[src/rtl/regfile_wb_arbiter.sv]
// Write-back arbiter for the general/float register files.
// It round-robins the writers and tracks pending destinations in a scoreboard.
module regfile_wb_arbiter #(
    parameter int NREQ = 3
) (
    input  logic                 clk,
    input  logic                 rstn,
    input  logic [NREQ-1:0]      req_valid,
    input  logic [NREQ-1:0]      req_fmode,
    input  logic [5*NREQ-1:0]    req_reg,
    input  logic [32*NREQ-1:0]   req_data,
    output logic [NREQ-1:0]      req_ready,
    output logic                 wenable,
    output logic                 wfmode,
    output logic [4:0]           wreg,
    output logic [31:0]          wdata,
    input  logic                 issue_valid,
    input  logic                 issue_fmode,
    input  logic [4:0]           issue_reg,
    input  logic [1:0]           q_fmode,
    input  logic [9:0]           q_reg,
    output logic [1:0]           q_busy
);

    localparam int PW = (NREQ > 1) ? $clog2(NREQ) : 1;

    logic [PW-1:0] rr_ptr;
    logic [PW-1:0] gidx;
    logic          found;
    logic          xfer;
    logic          sel_fmode;
    logic [4:0]    sel_reg;
    logic [31:0]   sel_data;
    logic [63:0]   sb;
    logic [63:0]   sb_next;
    int            idx;

    always_comb begin
        found = 1'b0;
        gidx  = '0;
        idx   = 0;
        for (int k = 0; k < NREQ; k++) begin
            idx = (int'(rr_ptr) + k) % NREQ;
            if (!found && req_valid[idx]) begin
                found = 1'b1;
                gidx  = PW'(idx);
            end
        end
    end

    assign xfer      = found && rstn;
    assign sel_fmode = req_fmode[gidx];
    assign sel_reg   = req_reg[int'(gidx)*5 +: 5];
    assign sel_data  = req_data[int'(gidx)*32 +: 32];

    always_comb begin
        req_ready = '0;
        if (xfer)
            req_ready[gidx] = 1'b1;
    end

    // Issue is applied after the clear so a same-cycle set wins.
    always_comb begin
        sb_next = sb;
        if (xfer)
            sb_next[{sel_fmode, sel_reg}] = 1'b0;
        if (issue_valid && (issue_fmode || issue_reg != 5'd0))
            sb_next[{issue_fmode, issue_reg}] = 1'b1;
    end

    always_comb begin
        q_busy = '0;
        for (int k = 0; k < 2; k++)
            q_busy[k] = sb[{q_fmode[k], q_reg[k*5 +: 5]}];
    end

    always_ff @(posedge clk) begin
        if (!rstn) begin
            wenable <= 1'b0;
            wfmode  <= 1'b0;
            wreg    <= '0;
            wdata   <= '0;
            rr_ptr  <= '0;
            sb      <= '0;
        end else begin
            wenable <= xfer && (sel_fmode || sel_reg != 5'd0);
            sb      <= sb_next;
            if (xfer) begin
                wfmode <= sel_fmode;
                wreg   <= sel_reg;
                wdata  <= sel_data;
                rr_ptr <= (int'(gidx) == NREQ - 1) ? '0 : gidx + 1'b1;
            end
        end
    end

endmodule

[config.mk]
export PLATFORM = sky130hd
export DESIGN_NAME = regfile_wb_arbiter
export DESIGN_NICKNAME = d
export VERILOG_FILES = /design/src/rtl/regfile_wb_arbiter.sv
export SDC_FILE = /design/constraint.sdc
export NUM_CORES = 1
export LEC_CHECK = 0
export CORE_UTILIZATION = 40
export CTS_BUF_LIST = sky130_fd_sc_hd__clkbuf_2 sky130_fd_sc_hd__clkbuf_4 sky130_fd_sc_hd__clkbuf_8
export CTS_CLUSTER_DIAMETER = 100
export CTS_CLUSTER_SIZE = 8
export DETAILED_ROUTE_END_ITERATION = 6
export PLACE_DENSITY = 0.73
export SYNTH_ARGS = -nofsm -noshare
export SYNTH_HDL_FRONTEND = slang
export SYNTH_SLANG_ARGS = --single-unit
export TNS_END_PERCENT = 100
[constraint.sdc]
create_clock -name clk -period 4.34 [get_ports clk]
set_input_delay 0.651 -clock clk [delete_from_list [all_inputs] [get_ports clk]]
set_output_delay 0.651 -clock clk [all_outputs]
set_load 0.01 [all_outputs]
* Yosys cells after proc, flatten, opt, wreduce, memory -nomap -nowiden
Cells that the tools add are included.
W data, S select, Z words.
** Cells by class
- Add/sub/neg operators :: 3
- Multiply operators :: 1
- Div/mod/pow operators :: 3
- Order comparisons :: 11
- Eq/ne operators :: 1
- Shift-type cells :: 2
- Mux-type cells :: 31
- Bitwise logic cells :: 3
- Reduce and logical (&&, ||, !) cells :: 14
** Operators with widths (number)
- $mux W64 :: 2
- $lt A32 B4 Y1 const B :: 3
- $shiftx A96 B8 Y32 :: 1
- $and A64 B64 Y64 :: 1
- $mod A32 B3 Y32 const B :: 2
- $not A64 Y64 :: 1
- $or A64 B64 Y64 :: 1
- $mod A3 B3 Y32 const B :: 1
- $lt A6 B7 Y1 const B :: 4
- $mux W1 :: 15
- $shiftx A15 B6 Y5 :: 1
- $bmux W1 S6 :: 2
- $demux W1 S6 :: 2
- $ge A6 B1 Y1 const B :: 2
- $reduce_bool A5 Y1 :: 2
- $bmux W1 S2 :: 4
- $logic_and A1 B1 Y1 :: 8
- $mux W2 :: 4
- $mul A2 B3 Y5 const B :: 1
- $add A2 B1 Y3 const B :: 1
- $add A2 B2 Y3 const B :: 1
- $lt A2 B3 Y1 const B :: 1
- $mux W3 :: 1
- $add A2 B1 Y2 const B :: 1
- 5 further kinds :: 7
** Storage, ports and cells
- Register bits after elaboration :: 105
- Input bits :: 138
- Output and inout bits :: 44
- Logic and storage cells :: 75

* Longest topological paths before layout
- Depth in word-level cells :: 22
- Gate-level depth with buffers :: 13
- Gate-level depth less buffers :: 9

* Least setup slack after synthesis
No wires, ideal clock.
- Path kind :: input to output
- Start point :: input port q_reg[0]
- End point :: output port q_busy[0]
- Arrival :: 2.847 ns
- Data required time :: 3.689 ns
- Setup slack :: 0.842 ns
- Stages :: 5
- Buffers on the path :: 2
- Cell sequence :: clkbuf_1 -> buf_2 -> mux4_2 -> mux4_2 -> mux4_2
** On the way
- Word-level cells in the longest chain between the ends :: 2
** Ends and longest elaborated chain
- start, declared :: RTL line 21 : input logic [9:0] q_reg,
- $bmux W1 S6 :: RTL line 74 : q_busy[k] = sb[{q_fmode[k], q_reg[k*5 +: 5]}];
- $mux W1 (not written as such) :: RTL line 74
- end, declared :: RTL line 22 : output logic [1:0] q_busy
Every way passes these cells. The select of a mux whose other input is x is not followed.

* Worst setup path in the final report
- Start point :: input port q_reg[5]
- End point :: output port q_busy[1]
Same word-level chain as after synthesis.

==> summary.md <==
| Metric | Value |
|---|---|
| Setup TNS Final | 0 ns |
| Antenna-violating nets left | 0 |
| Rel. slew slack | between 20% and 30% |
| Clock buffer count from CTS | 9 |
| Drt pass-1 iters | 6 |
| Area Growth Syn to Fin | 32.7% |
| Synth top area share | a little under a third |
| Fin Clk Skew | approximately 0.018 ns |
| DR vias/cell | around 6 |
| Synth Register Bits | approximately 110 |
| Max Freq | roughly 250 MHz |
| Area post-placement | 8910 sq um |
| Clk sinks | ~110 |
| Final setup vio count | 0 |
| Commonest cells in the netlist | 145 x nand2_1, 105 x dfxtp_1, 56 x nor2_1, 52 x o21ai_0, 48 x clkbuf_1 |
| Slew Limit Fails | 0 |
| Root Buffer | clkbuf_8 |
| Leak Pwr | between 3 and 4 nW |
| WP data arrival | approximately 3.3 ns |
| Startpoint class of the critical path | input port |
| Final period utilization | between 90% and 100% |
| Tmin final | 3.98 ns |
| Clock Tree Buf Depth | 2 |
| Status | complete, no violations |
| Max-Cap Viols | 0 |
| First-pass GRT wire length | around 37000 um |
| Largest net degree at the start of global routing | 78 |
| Core area | between 15000 and 20000 sq um |
| Die Wd | 133 um |
| CTS tree | yes |
| Final Hold Vio Count | 0 |
| Count leader, synth | nand2_1 |
| Cts repair resizes | 0 |
| DRC viols | 0 |
| DR WL/cell | between 20 and 25 um |
| Number of global-route vias before repair | approximately 6700 |
| H-tree lvl count | 3 |
| Worst endpoint required time | roughly 3.7 ns |
| Ports | 182 |
| # rows | 47 |
| Worst-path fanout max | 16 |
| Synth Warn # | 0 |
| RSZ-0062 raised after global routing | no |
| Clock Latency Late Sink | approximately 0.40 ns |
| CTS clk-pin slew, worst paths | approximately 0.11 ns |
| Number of enable flip-flop cells after synthesis | 0 |
| Final wirelength | between 20000 and 25000 um |
| Antenna violations before repair | 0 |
| DRC marker count from the first detailed-route iteration | 691 |
| Gpl congestion | between 0.9 and 1 |
| Post-DP HPWL | approximately 18000 um |
| Post-Synthesis Net Count | slightly below 1000 |
| Antenna diodes | 0 |
| Post-CTS Hold Fix Bufs | 0 |
| Peak supply drop | ~0.00028 V |
| Die Area | about 18000 sq um |
| Area leader, netlist | dfxtp_1 |
| Top FF cell, synth | dfxtp_1 |
| Fraction of layout cells with a size suffix above 1 | about 11% |
| Initial core utilization | 41.2% |
| Design area | approximately 9100 sq um |
| Worst hold slack | between 0.4 and 0.5 ns |
| Sequential-to-total area share from yosys stat | a little under a third |
| Crit end category | output port |
| Vias post-DR | about 7200 |
| P per Cell Area | 511 nW/um^2 |
| Measured slew at the worst slew-check pin | approximately 1.1 ns |
| Synthesized cell area | just under 7000 sq um |
| Fin nets | roughly 1100 |
| Syn_area_per_cell | between 8 and 9 sq um |
| Critical path class | in -> out |
| GRT overflow | 0 |
| Count of cell types in the netlist | 59 |
| Chip height | between 100 and 150 um |
| FFs w/ async S/R, synth | 0% |
| # Post-CTS Setup Buffers | 0 |
| Area contributors post-synth | dfxtp_1 31%, mux4_2 14%, nand2_1 7.9%, a22o_1 4.7%, o21ai_0 3.8% |
| Path type of the worst min-delay path | reg -> reg |
| Total GRT Usage | a little over a quarter |
| Buffers added on ports | 181 |
| Syn Inst Count | between 800 and 900 |
## final cells by class
cell class | instances | area (sq um)
Clock buffer | 9 | 124
Clock inverter | 7 | 88.8
Fill cell | 1557 | 7580
Inverter | 16 | 60.1
Multi-Input combinational cell | 629 | 4440
Sequential cell | 105 | 2100
Tap cell | 220 | 275
Timing Repair Buffer | 206 | 2030
## routing by layer
metal | part of all wire, % | vias up | wire length, um | track usage (%)
met5 | 0 | - | 0 | 0
met4 | 3.7 | 0 | 901 | 12.9
met3 | 10 | 53 | 2410 | 5.48
met2 | 47 | 386 | 11300 | 43.7
met1 | 39 | 3368 | 9530 | 33.5
li1 | - | 3362 | - | -
## placed cells by master (no fill, tap or decap), types with 4 or more instances in the layout
cell	Yosys	routed
o21ai_0	52	51
nand2b_1	10	10
o31a_1	7	7
a31oi_1	37	37
mux4_2	42	42
o22ai_1	7	7
nor2b_1	10	9
nand3b_1	5	5
mux2i_1	11	10
o311ai_0	5	5
nor2_1	56	56
or3_1	4	4
a21oi_1	18	18
buf_4	3	22
dfxtp_1	105	105
clkbuf_8	0	9
nor3b_1	4	4
inv_1	16	16
clkdlybuf4s50_1	0	180
nand3_1	13	13
nor4_1	18	18
nor4b_1	4	4
a22o_1	37	37
a21boi_0	34	34
o211ai_1	10	10
nor3_1	28	28
o21a_1	8	7
ha_1	4	4
o31ai_1	8	7
mux2_2	4	5
nand4_1	5	5
nand4b_1	4	4
nand2_1	145	145
## state kept, by name, summed over array words and instances, names as in the netlist
register  flops
wreg          5
rr_ptr        2
wenable       1
wdata        32
wfmode        1
sb           64
## through the flow
step / setup slack (ns) / total power [mW] / cells / util [%]
detailed placement: 0.354 / 4.00 / 1176 / 53.3
CTS: 0.354 / 4.65 / 1192 / 54.6
global placement: 0.362 / 4.00 / 1176 / 53.3
global route: 0.312 / 4.94 / 1192 / 54.6
finish: 0.361 / 4.66 / 1192 / 54.6
floorplan: 0.842 / 2.96 / 822 / -
## power breakdown
group / internal [mW] / switching, mW / total, mW
Sequential: 1.12 / 0.0877 / 1.21
Clock: 0.237 / 0.410 / 0.647
Combinational: 1.15 / 1.65 / 2.80
## worst max-delay path: stages
cell             delay [ns]
clkdlybuf4s50_1        0.51
buf_12                 0.19
mux4_2                 0.51
mux4_2                 0.51
mux4_2                 0.47
clkdlybuf4s50_1        0.50
## final timing paths
| path | cells past startpoint | slack [ns] | startpoint | end |
|---|---|---|---|---|
| hold / removal | 2 | 0.48 | wreg[0] | wreg[0] |
| setup / recovery | 6 | 0.36 | q_reg[5] | q_busy[1] |
| setup reg to reg | 10 | 0.71 | rr_ptr[1] | sb[20] |
| hold reg to reg | 2 | 0.48 | wreg[0] | wreg[0] |
## cells by family (layout without fill, tap and decap cells)
family          count (synthesis)  count (layout)  synth area share (%)
fa+ha+maj                       4               4                 0.728
simple gates                  317             317                  21.5
mux                            59              59                  16.5
flops                         105             105                  30.6
compound gates                249             249                  25.3
buf+inv                        88             238                  5.39
Note: power is estimated with default switching activity, not from simulation.
